$ cat config.mk
export PLATFORM = sky130hd
export DESIGN_NAME = eq_serial_flat
export DESIGN_NICKNAME = d
export VERILOG_FILES = /design/src/rtl/eq_serial_pkg.sv /design/src/rtl/eq_serial_if.sv /design/src/rtl/eq_serial_eq1_cell.sv /design/src/rtl/eq_serial.sv /design/src/flat_wrapper.sv
export SDC_FILE = /design/constraint.sdc
export NUM_CORES = 1
export LEC_CHECK = 0
export CAP_MARGIN = 20
export CORE_ASPECT_RATIO = 1.4
export CORE_MARGIN = 4
export CORE_UTILIZATION = 48
export DETAILED_ROUTE_END_ITERATION = 6
export GPL_ROUTABILITY_DRIVEN = 0
export PLACE_DENSITY = 0.78
export RECOVER_POWER = 100
export SYNTH_ARGS = -nofsm -noshare
export SYNTH_HDL_FRONTEND = slang
export SYNTH_HIERARCHICAL = 1
export SYNTH_SLANG_ARGS = --single-unit
export TNS_END_PERCENT = 5
$ cat constraint.sdc
create_clock -name clk -period 2.2 [get_ports clk]
set_input_delay 0.33 -clock clk [delete_from_list [all_inputs] [get_ports clk]]
set_output_delay 0.33 -clock clk [all_outputs]
set_load 0.01 [all_outputs]
$ cat src/rtl/eq_serial_pkg.sv
// Shared types for the serial equality comparator: FSM state encoding and the
// width helper used to size the mismatch index.
package eq_pkg;

    typedef enum logic [1:0] {
        IDLE = 2'd0,
        CMP  = 2'd1,
        DONE = 2'd2
    } state_t;

    // Index width for a W-bit operand; W >= 2 keeps this at least 1.
    function automatic int idx_w(input int w);
        return (w < 2) ? 1 : $clog2(w);
    endfunction

endpackage

$ cat src/rtl/eq_serial_if.sv
// Request/result bundle of eq_serial. The master issues start with operands.
// The slave returns ready, done_tick and the registered result.
interface eq_serial_if #(
    parameter int W = 8
) ();
    import eq_pkg::*;

    localparam int IW = idx_w(W);

    logic          start;
    logic [W-1:0]  a;
    logic [W-1:0]  b;
    logic          ready;
    logic          done_tick;
    logic          eq;
    logic [IW-1:0] mismatch_idx;

    modport master (
        output start, a, b,
        input  ready, done_tick, eq, mismatch_idx
    );

    modport slave (
        input  start, a, b,
        output ready, done_tick, eq, mismatch_idx
    );

endinterface

$ cat src/rtl/eq_serial_eq1_cell.sv
// purpose: 1-bit equality (XNOR) cell
// latency: combinational
// backpressure: none
module eq1_cell (
    input  logic x,
    input  logic y,
    output logic eq
);

    assign eq = ~(x ^ y);

endmodule

$ cat src/rtl/eq_serial.sv
// purpose: serial a==b compare, LSB first, one bit per clock through a single eq1_cell
// latency: W+1 cycles on full match, k+2 cycles on first mismatch at bit k
// backpressure: ready low while busy; start is ignored until ready returns
module eq_serial
    import eq_pkg::*;
#(
    parameter int W = 8
) (
    input  logic       clk,
    input  logic       reset,
    eq_serial_if.slave bus
);

    localparam int            IW     = idx_w(W);
    // Terminal index is compared directly, so no reliance on n wrapping.
    localparam logic [IW-1:0] N_LAST = IW'(W - 1);

    state_t        state;
    state_t        state_nxt;

    logic [W-1:0]  sa;
    logic [W-1:0]  sb;
    logic [IW-1:0] n;
    logic          bit_eq;

    logic          load;
    logic          shift;
    logic          wr_res;
    logic          ready_c;
    logic          done_c;

    logic          eq_q;
    logic [IW-1:0] idx_q;

    eq1_cell u_cell (
        .x  (sa[0]),
        .y  (sb[0]),
        .eq (bit_eq)
    );

    always_ff @(posedge clk) begin
        if (reset) begin
            state <= IDLE;
        end else begin
            state <= state_nxt;
        end
    end

    always_comb begin
        state_nxt = state;
        load      = 1'b0;
        shift     = 1'b0;
        wr_res    = 1'b0;
        ready_c   = 1'b0;
        done_c    = 1'b0;
        case (state)
            IDLE: begin
                ready_c = 1'b1;
                if (bus.start) begin
                    load      = 1'b1;
                    state_nxt = CMP;
                end
            end
            CMP: begin
                if (!bit_eq || (n == N_LAST)) begin
                    wr_res    = 1'b1;
                    state_nxt = DONE;
                end else begin
                    shift = 1'b1;
                end
            end
            DONE: begin
                done_c    = 1'b1;
                state_nxt = IDLE;
            end
            default: begin
                state_nxt = IDLE;
            end
        endcase
    end

    always_ff @(posedge clk) begin
        if (reset) begin
            sa    <= '0;
            sb    <= '0;
            n     <= '0;
            eq_q  <= 1'b0;
            idx_q <= '0;
        end else begin
            if (load) begin
                sa <= bus.a;
                sb <= bus.b;
                n  <= '0;
            end else if (shift) begin
                sa <= sa >> 1;
                sb <= sb >> 1;
                n  <= n + IW'(1);
            end
            // Result registers only move on the exit from CMP.
            if (wr_res) begin
                eq_q  <= bit_eq;
                idx_q <= bit_eq ? '0 : n;
            end
        end
    end

    assign bus.ready        = ready_c;
    assign bus.done_tick    = done_c;
    assign bus.eq           = eq_q;
    assign bus.mismatch_idx = idx_q;

endmodule

$ cat src/flat_wrapper.sv
// flat-port wrapper written by rule: the top's interface ports become plain ports
module eq_serial_flat import eq_pkg::*;
#(
    parameter int W = 8
)
  (clk, reset, bus_start, bus_a, bus_b, bus_ready, bus_done_tick, bus_eq, bus_mismatch_idx);
  eq_serial_if #(.W(W)) bus_i ();
  input  logic clk;
  input  logic reset;
  input wire logic [$bits(bus_i.start)-1:0] bus_start;
  input wire logic [$bits(bus_i.a)-1:0] bus_a;
  input wire logic [$bits(bus_i.b)-1:0] bus_b;
  output wire logic [$bits(bus_i.ready)-1:0] bus_ready;
  output wire logic [$bits(bus_i.done_tick)-1:0] bus_done_tick;
  output wire logic [$bits(bus_i.eq)-1:0] bus_eq;
  output wire logic [$bits(bus_i.mismatch_idx)-1:0] bus_mismatch_idx;
  assign bus_i.start = bus_start;
  assign bus_i.a = bus_a;
  assign bus_i.b = bus_b;
  assign bus_ready = bus_i.ready;
  assign bus_done_tick = bus_i.done_tick;
  assign bus_eq = bus_i.eq;
  assign bus_mismatch_idx = bus_i.mismatch_idx;
  eq_serial #(.W(W)) u_core (.clk(clk), .reset(reset), .bus(bus_i));
endmodule
**Yosys cells after proc, flatten, opt, wreduce, memory -nomap -nowiden**

Cells that the tools add are included.

- Input bits: 19
- Flip-flop bits (word level): 25

- Eq/ne operators: 5
- Bitwise logic cells: 2
- Add/sub/neg operators: 1
- Reduce and logical (&&, ||, !) cells: 5
- Mux-type cells: 16

Operators by type and width:

| kind | count |
|---|---|
| $mux 8 | 4 |
| $mux 1 | 8 |
| $mux 2 | 2 |
| $pmux 2 s2 | 1 |
| $add 3x1->3 const B | 1 |
| $eq 3x3->1 const B | 1 |
| $mux 3 | 1 |
| $eq 2x1->1 const B | 1 |
| $eq 2x2->1 const B | 1 |
| $logic_not 2->1 | 1 |
| $ne 2x1->1 const B | 1 |
| $ne 2x2->1 const B | 1 |
| $reduce_and 2->1 | 1 |
| $reduce_bool 2->1 | 1 |
| $reduce_or 2->1 | 1 |
| $logic_or 1x1->1 | 1 |
| $not 1->1 | 1 |
| $xor 1x1->1 | 1 |

**Longest topological paths before layout**

Gate-level depths: netlist of the first run.

- Depth in word-level cells: 6
- Gate-level depth with buffers: 7
- Gate-level depth less buffers: 5

**Hierarchy**

Netlist of the first run, hierarchy kept.

By module, submodules not included:

| module | seq. area each (um^2) | cells an instance | instances | area each (um^2) |
|---|---|---|---|---|
| eq_serial | 500.5 | 117 | 1 | 1084.8 |
| eq1_cell | 0.0 | 1 | 1 | 8.8 |

**Least setup slack after synthesis of the first run**

No wires, ideal clock.

- Path kind: flip-flop to flip-flop
- Start point: register u_core.n[0]
- End point: register u_core.sa[5]
- Clock period less this slack: 1.535 ns
- Path slack: 0.665 ns
- Stages on the path, launching flop included: 8
- Path buffers: 2
- Arrival: 1.403 ns
- Cells stage by stage: dfxtp_1 -> ha_1 -> ha_1 -> and4bb_2 -> buf_4 -> buf_4 -> a22oi_1 -> a21oi_1

- Word-level cells in the longest chain between the ends: 5

RTL lines:

| what | line | source |
|---|---|---|
| start: declaration | eq_serial.sv:23 | `logic [IW-1:0] n;` |
| start signal: assignment | eq_serial.sv:97 | `n <= n + IW'(1);` |
| $eq 3x3->1 | eq_serial.sv:65 | `if (!bit_eq \|\| (n == N_LAST)) begin` |
| $logic_or 1x1->1 | eq_serial.sv:65 |  |
| $mux 1 | eq_serial.sv:65 |  |
| $mux 1 | eq_serial.sv:56 | `case (state)` |
| $reduce_bool 2->1 (no line) | n/a |  |
| end signal: assignment | eq_serial.sv:91 | `sa <= bus.a;` |
| end signal: assignment | eq_serial.sv:95 | `sa <= sa >> 1;` |
| end: declaration | eq_serial.sv:21 | `logic [W-1:0] sa;` |

Every way passes these cells.
A chain may end at the register's enable or synchronous reset.

**Final worst setup path of the first run**

- Start point: register u_core.state[1]
- End point: output bus_done_tick

- Word-level cells in the longest chain between the ends: 2

RTL lines:

| what | line | source |
|---|---|---|
| start: declaration | eq_serial.sv:18 | `state_t state;` |
| start signal: assignment | eq_serial.sv:45 | `state <= state_nxt;` |
| $eq 2x2->1 | eq_serial.sv:56 |  |
| $mux 1 | eq_serial.sv:56 |  |
| end: declaration | flat_wrapper.sv:14 | `output wire logic [$bits(bus_i.done_tick)-1:0] bus_done_tick;` |

Every way passes these cells.

==> impl_metrics.xml, run 1 <==
<?xml version="1.0" encoding="UTF-8"?>
<metrics>
  <group name="status">
    <metric name="outcome" unit="">completed</metric>
  </group>
  <group name="die">
    <metric name="floorplan.die.height" unit="um">64.5</metric>
    <metric name="dieArea" unit="um^2">3120</metric>
    <metric name="design.core.area" unit="um^2">2180</metric>
    <metric name="initial_core_util" unit="%">50.2</metric>
    <metric name="io_pins" unit="">25</metric>
    <metric name="die_width" unit="um">48.3</metric>
    <metric name="row_count" unit="">20</metric>
  </group>
  <group name="clock_tree">
    <metric name="cts_inserted_buffers" unit="">3</metric>
    <metric name="clk_latency" unit="ns">0.32</metric>
    <metric name="root_buffer" unit="">sky130_fd_sc_hd__clkbuf_4</metric>
    <metric name="post_cts.repair.setup_buffers" unit="">0</metric>
    <metric name="cts.clk_slew.worst_paths" unit="ns">0.13</metric>
    <metric name="post_cts_resized" unit="">0</metric>
    <metric name="clock_path_buffers" unit="">2</metric>
    <metric name="clock_tree.htree_level_count" unit="">1</metric>
    <metric name="clkSinkCount" unit="">25</metric>
    <metric name="tritoncts" unit="">done</metric>
    <metric name="holdBufCountCts" unit="">0</metric>
  </group>
  <group name="grt">
    <metric name="grt_start_max_net_pins" unit="">26</metric>
    <metric name="grt_pass1_vias" unit="">951</metric>
    <metric name="track_usage" unit="%">14.7</metric>
    <metric name="grt_antenna_before_repair" unit="">0</metric>
    <metric name="grt_overflow" unit="">0</metric>
    <metric name="grt_first_pass_wirelength" unit="um">3660</metric>
  </group>
  <group name="placed_design">
    <metric name="post-place-ws" unit="ns">0.422</metric>
    <metric name="placement.cell_area" unit="um^2">1300</metric>
    <metric name="dp_hpwl" unit="um">1550</metric>
    <metric name="numPlacedInstances" unit="">155</metric>
    <metric name="port_buffers" unit="">24</metric>
  </group>
  <group name="routing">
    <metric name="vias_after_detailed_routing" unit="">933</metric>
    <metric name="wire_per_inst" unit="um">13.6</metric>
    <metric name="detailedRoute.firstPassIterationCount" unit="">4</metric>
    <metric name="ant_nets" unit="">0</metric>
    <metric name="detail_route.wirelength" unit="um">2170</metric>
    <metric name="viasPerCell" unit="">5.87</metric>
    <metric name="drt_first_iter_violations" unit="">32</metric>
    <metric name="post-route-drc-count" unit="">0</metric>
  </group>
  <group name="synthesis">
    <metric name="syn_nets" unit="">139</metric>
    <metric name="syn_std_cell_area" unit="um^2">1090</metric>
    <metric name="yosys_warnings" unit="">6</metric>
    <metric name="avg_cell_area_syn" unit="um^2">9.27</metric>
    <metric name="yosys_register_bits" unit="">25</metric>
    <metric name="synth.yosys.seq_area_share" unit="%">45.8</metric>
    <metric name="post_synth_inst_count" unit="">118</metric>
    <metric name="synth.distinct_cells" unit="">26</metric>
  </group>
  <group name="pwr">
    <metric name="netsw" unit="W">0.000246</metric>
    <metric name="combinationalPowerShare" unit="%">19.5</metric>
    <metric name="net_switching_share_of_the_total_power" unit="%">28.0</metric>
    <metric name="power.static_leakage" unit="nW">0.465</metric>
    <metric name="power.share.sequential" unit="%">57.2</metric>
    <metric name="power_density" unit="nW/um^2">666</metric>
    <metric name="internal-power" unit="W">0.000634</metric>
    <metric name="share_clk_of_total_power" unit="%">23.3</metric>
    <metric name="ir_drop" unit="mV">0.433</metric>
  </group>
  <group name="worst_setup_path">
    <metric name="timing.critical_path.slowest_cell_delay" unit="ns">0.60</metric>
    <metric name="critical_path.slowest_cell" unit="">sky130_fd_sc_hd__dlygate4sd3_1</metric>
    <metric name="cp_data_arrival_time" unit="ns">1.65</metric>
    <metric name="cp_data_required_time" unit="ns">1.87</metric>
    <metric name="startpoint_type" unit="">register</metric>
    <metric name="critical_path_class" unit="">register to primary output</metric>
    <metric name="setup.reg_to_reg.worst_slack" unit="ns">0.33</metric>
    <metric name="critical_path.endpoint_type" unit="">primary output</metric>
    <metric name="worstPathCellList" unit="">inv_1 -&gt; nor2_1 -&gt; dlygate4sd3_1</metric>
    <metric name="crit_fanout" unit="">8</metric>
  </group>
  <group name="sta">
    <metric name="maxSlewViolCount" unit="">0</metric>
    <metric name="fmaxAchievable" unit="GHz">0.506</metric>
    <metric name="tightest_slew" unit="ns">0.471</metric>
    <metric name="layout_min_cycle_time" unit="ns">1.98</metric>
    <metric name="final_critical_path_setup_slack" unit="ns">0.224</metric>
    <metric name="grt_setup_unrepaired" unit="">false</metric>
    <metric name="timing.slew.headroom" unit="%">68.5</metric>
    <metric name="fin_skew" unit="ns">0.00396</metric>
    <metric name="final_min_period_over_clock_period" unit="%">89.8</metric>
    <metric name="setup_violations" unit="">0</metric>
    <metric name="setup_tns" unit="ns">0</metric>
    <metric name="timing_hold_violations_final" unit="">0</metric>
  </group>
  <group name="final_layout">
    <metric name="design.final.nets" unit="">159</metric>
    <metric name="final_layout_size_suffix_gt1_share" unit="%">7.30</metric>
    <metric name="area_delta_synth_final" unit="%">20.8</metric>
    <metric name="postLayoutCoreUtil" unit="%">60.7</metric>
    <metric name="layout.cell_area.non_filler" unit="um^2">1320</metric>
    <metric name="most-common-layout-cells" unit="">sky130_fd_sc_hd__dfxtp_1, sky130_fd_sc_hd__a21oi_1, sky130_fd_sc_hd__clkdlybuf4s50_1</metric>
    <metric name="finish.cell_count_without_fillers" unit="">159</metric>
    <metric name="mostFrequentLayoutCell" unit="">sky130_fd_sc_hd__dfxtp_1</metric>
    <metric name="ant_diodes" unit="">0</metric>
    <metric name="num-fill-cells" unit="">199</metric>
  </group>
  <group name="job">
    <metric name="max_cap_violations" unit="">0</metric>
  </group>
  <group name="worst_hold_path">
    <metric name="hp-class" unit="">register to register</metric>
  </group>
</metrics>
==> power groups by stage <==
stage | logic, W | registers, W | clock network (W)
2_1_floorplan | 0.000137 | 0.000504 | 0
3_3_place_gp | 0.000171 | 0.000512 | 0
3_5_place_dp | 0.000175 | 0.000514 | 0
4_1_cts | 0.000175 | 0.000504 | 0.000212
5_1_grt | 0.000189 | 0.000508 | 0.000228
6_report | 0.000171 | 0.000503 | 0.000205
==> per-stage QoR <==
stage,total power (W),hold WS (ns)
after CTS,0.000892,0.478
after global placement,0.000683,0.454
after floorplan,0.000641,0.448
after global routing,0.000925,0.500
final,0.000880,0.477
after detailed placement,0.000689,0.460
==> routing by layer <==
| layer | GRT usage, % | wire, um | vias up |
|---|---|---|---|
| li1 | - | - | 465 |
| met1 | 13.9 | 843 | 438 |
| met2 | 27.6 | 1160 | 25 |
| met3 | 2.99 | 118 | 5 |
| met4 | 9.69 | 46 | 0 |
| met5 | 0 | 0 | - |
==> kinds of logic after synthesis <==
logic type / count (synthesis) / synth area share, %
buffers and inverters: 13 / 8.24
muxes: 2 / 1.83
DFF: 25 / 45.8
xor gates and xnor gates: 2 / 1.60
AOI/OAI and AO/OA: 37 / 20.9
and+or+nand+nor: 37 / 19.3
adders and majority gates: 2 / 2.29
==> final cells by class <==
cell class                      count  area [um^2]  area share, %
Multi-Input combinational cell     80          503           38.1
Inverter                            1         3.75          0.284
Clock buffer                        3         22.5           1.70
Timing Repair Buffer               27          259           19.6
Tap cell                           22         27.5           2.08
Clock inverter                      1         5.00          0.379
Sequential cell                    25          500           37.9
==> path summary, 6_finish.rpt <==
kind	endpoint	start	cells past startpoint
worst max-delay path	bus_done_tick	u_core/state[1]	3
worst min-delay path	u_core/sb[3]	u_core/sb[3]	2
worst max register to register	u_core/sb[1]	u_core/n[0]	6
worst min register to register	u_core/sb[3]	u_core/sb[3]	2
==> critical path, delay by kind of cell, from the launching register on <==
kind	cells	cell delay, ns
buffers and inverters	2	0.70
DFF	1	0.52
and+or+nand+nor	1	0.10
==> Yosys cell counts (all sizes together) <==
cell type  count  share of area (%)
a311oi         1                1.4
mux2i          2                1.8
nor2b          1               0.57
a31oi          1               0.57
ha             2                2.3
nor2           3                1.0
nand2b         1               0.57
or3b           1                1.0
clkbuf         3                1.0
nand2          7                2.4
o21ai          3                1.4
nor3           5                2.3
buf            9                6.9
inv            1               0.34
a22oi         13                8.9
dfxtp         25                 46
a21oi         19                8.7
nor3b          2                2.4
nand4bb        1                1.0
nand3         15                6.9
and4bb         1                1.1
xnor2          2                1.6
==> state kept, by name, indices dropped and copies added (netlist names) <==
name                     count
u_core/n                     3
u_core/state                 2
u_core/sb                    8
u_core/sa                    8
u_core/bus.eq                1
u_core/bus.mismatch_idx      3
No activity file was read; power rests on OpenSTA's default activity.
==> run 2, diff against run 1 <==
--- a/config.mk
+++ b/config.mk
@@ -9,6 +9,7 @@
 export CORE_ASPECT_RATIO = 1.4
 export CORE_MARGIN = 4
 export CORE_UTILIZATION = 48
+export CTS_CLUSTER_SIZE = 16
 export DETAILED_ROUTE_END_ITERATION = 6
 export GPL_ROUTABILITY_DRIVEN = 0
 export PLACE_DENSITY = 0.78
==> results of run 2 <==
No change in the layout: final DEF, timing and power equal those of run 1.
==> run 3, diff against run 2 <==
--- a/config.mk
+++ b/config.mk
@@ -12,6 +12,7 @@
 export CTS_CLUSTER_SIZE = 16
 export DETAILED_ROUTE_END_ITERATION = 6
 export GPL_ROUTABILITY_DRIVEN = 0
+export HOLD_SLACK_MARGIN = 0.08
 export PLACE_DENSITY = 0.78
 export RECOVER_POWER = 100
 export SYNTH_ARGS = -nofsm -noshare
==> results of run 3 <==
No change in the layout: final DEF, timing and power equal those of run 1.
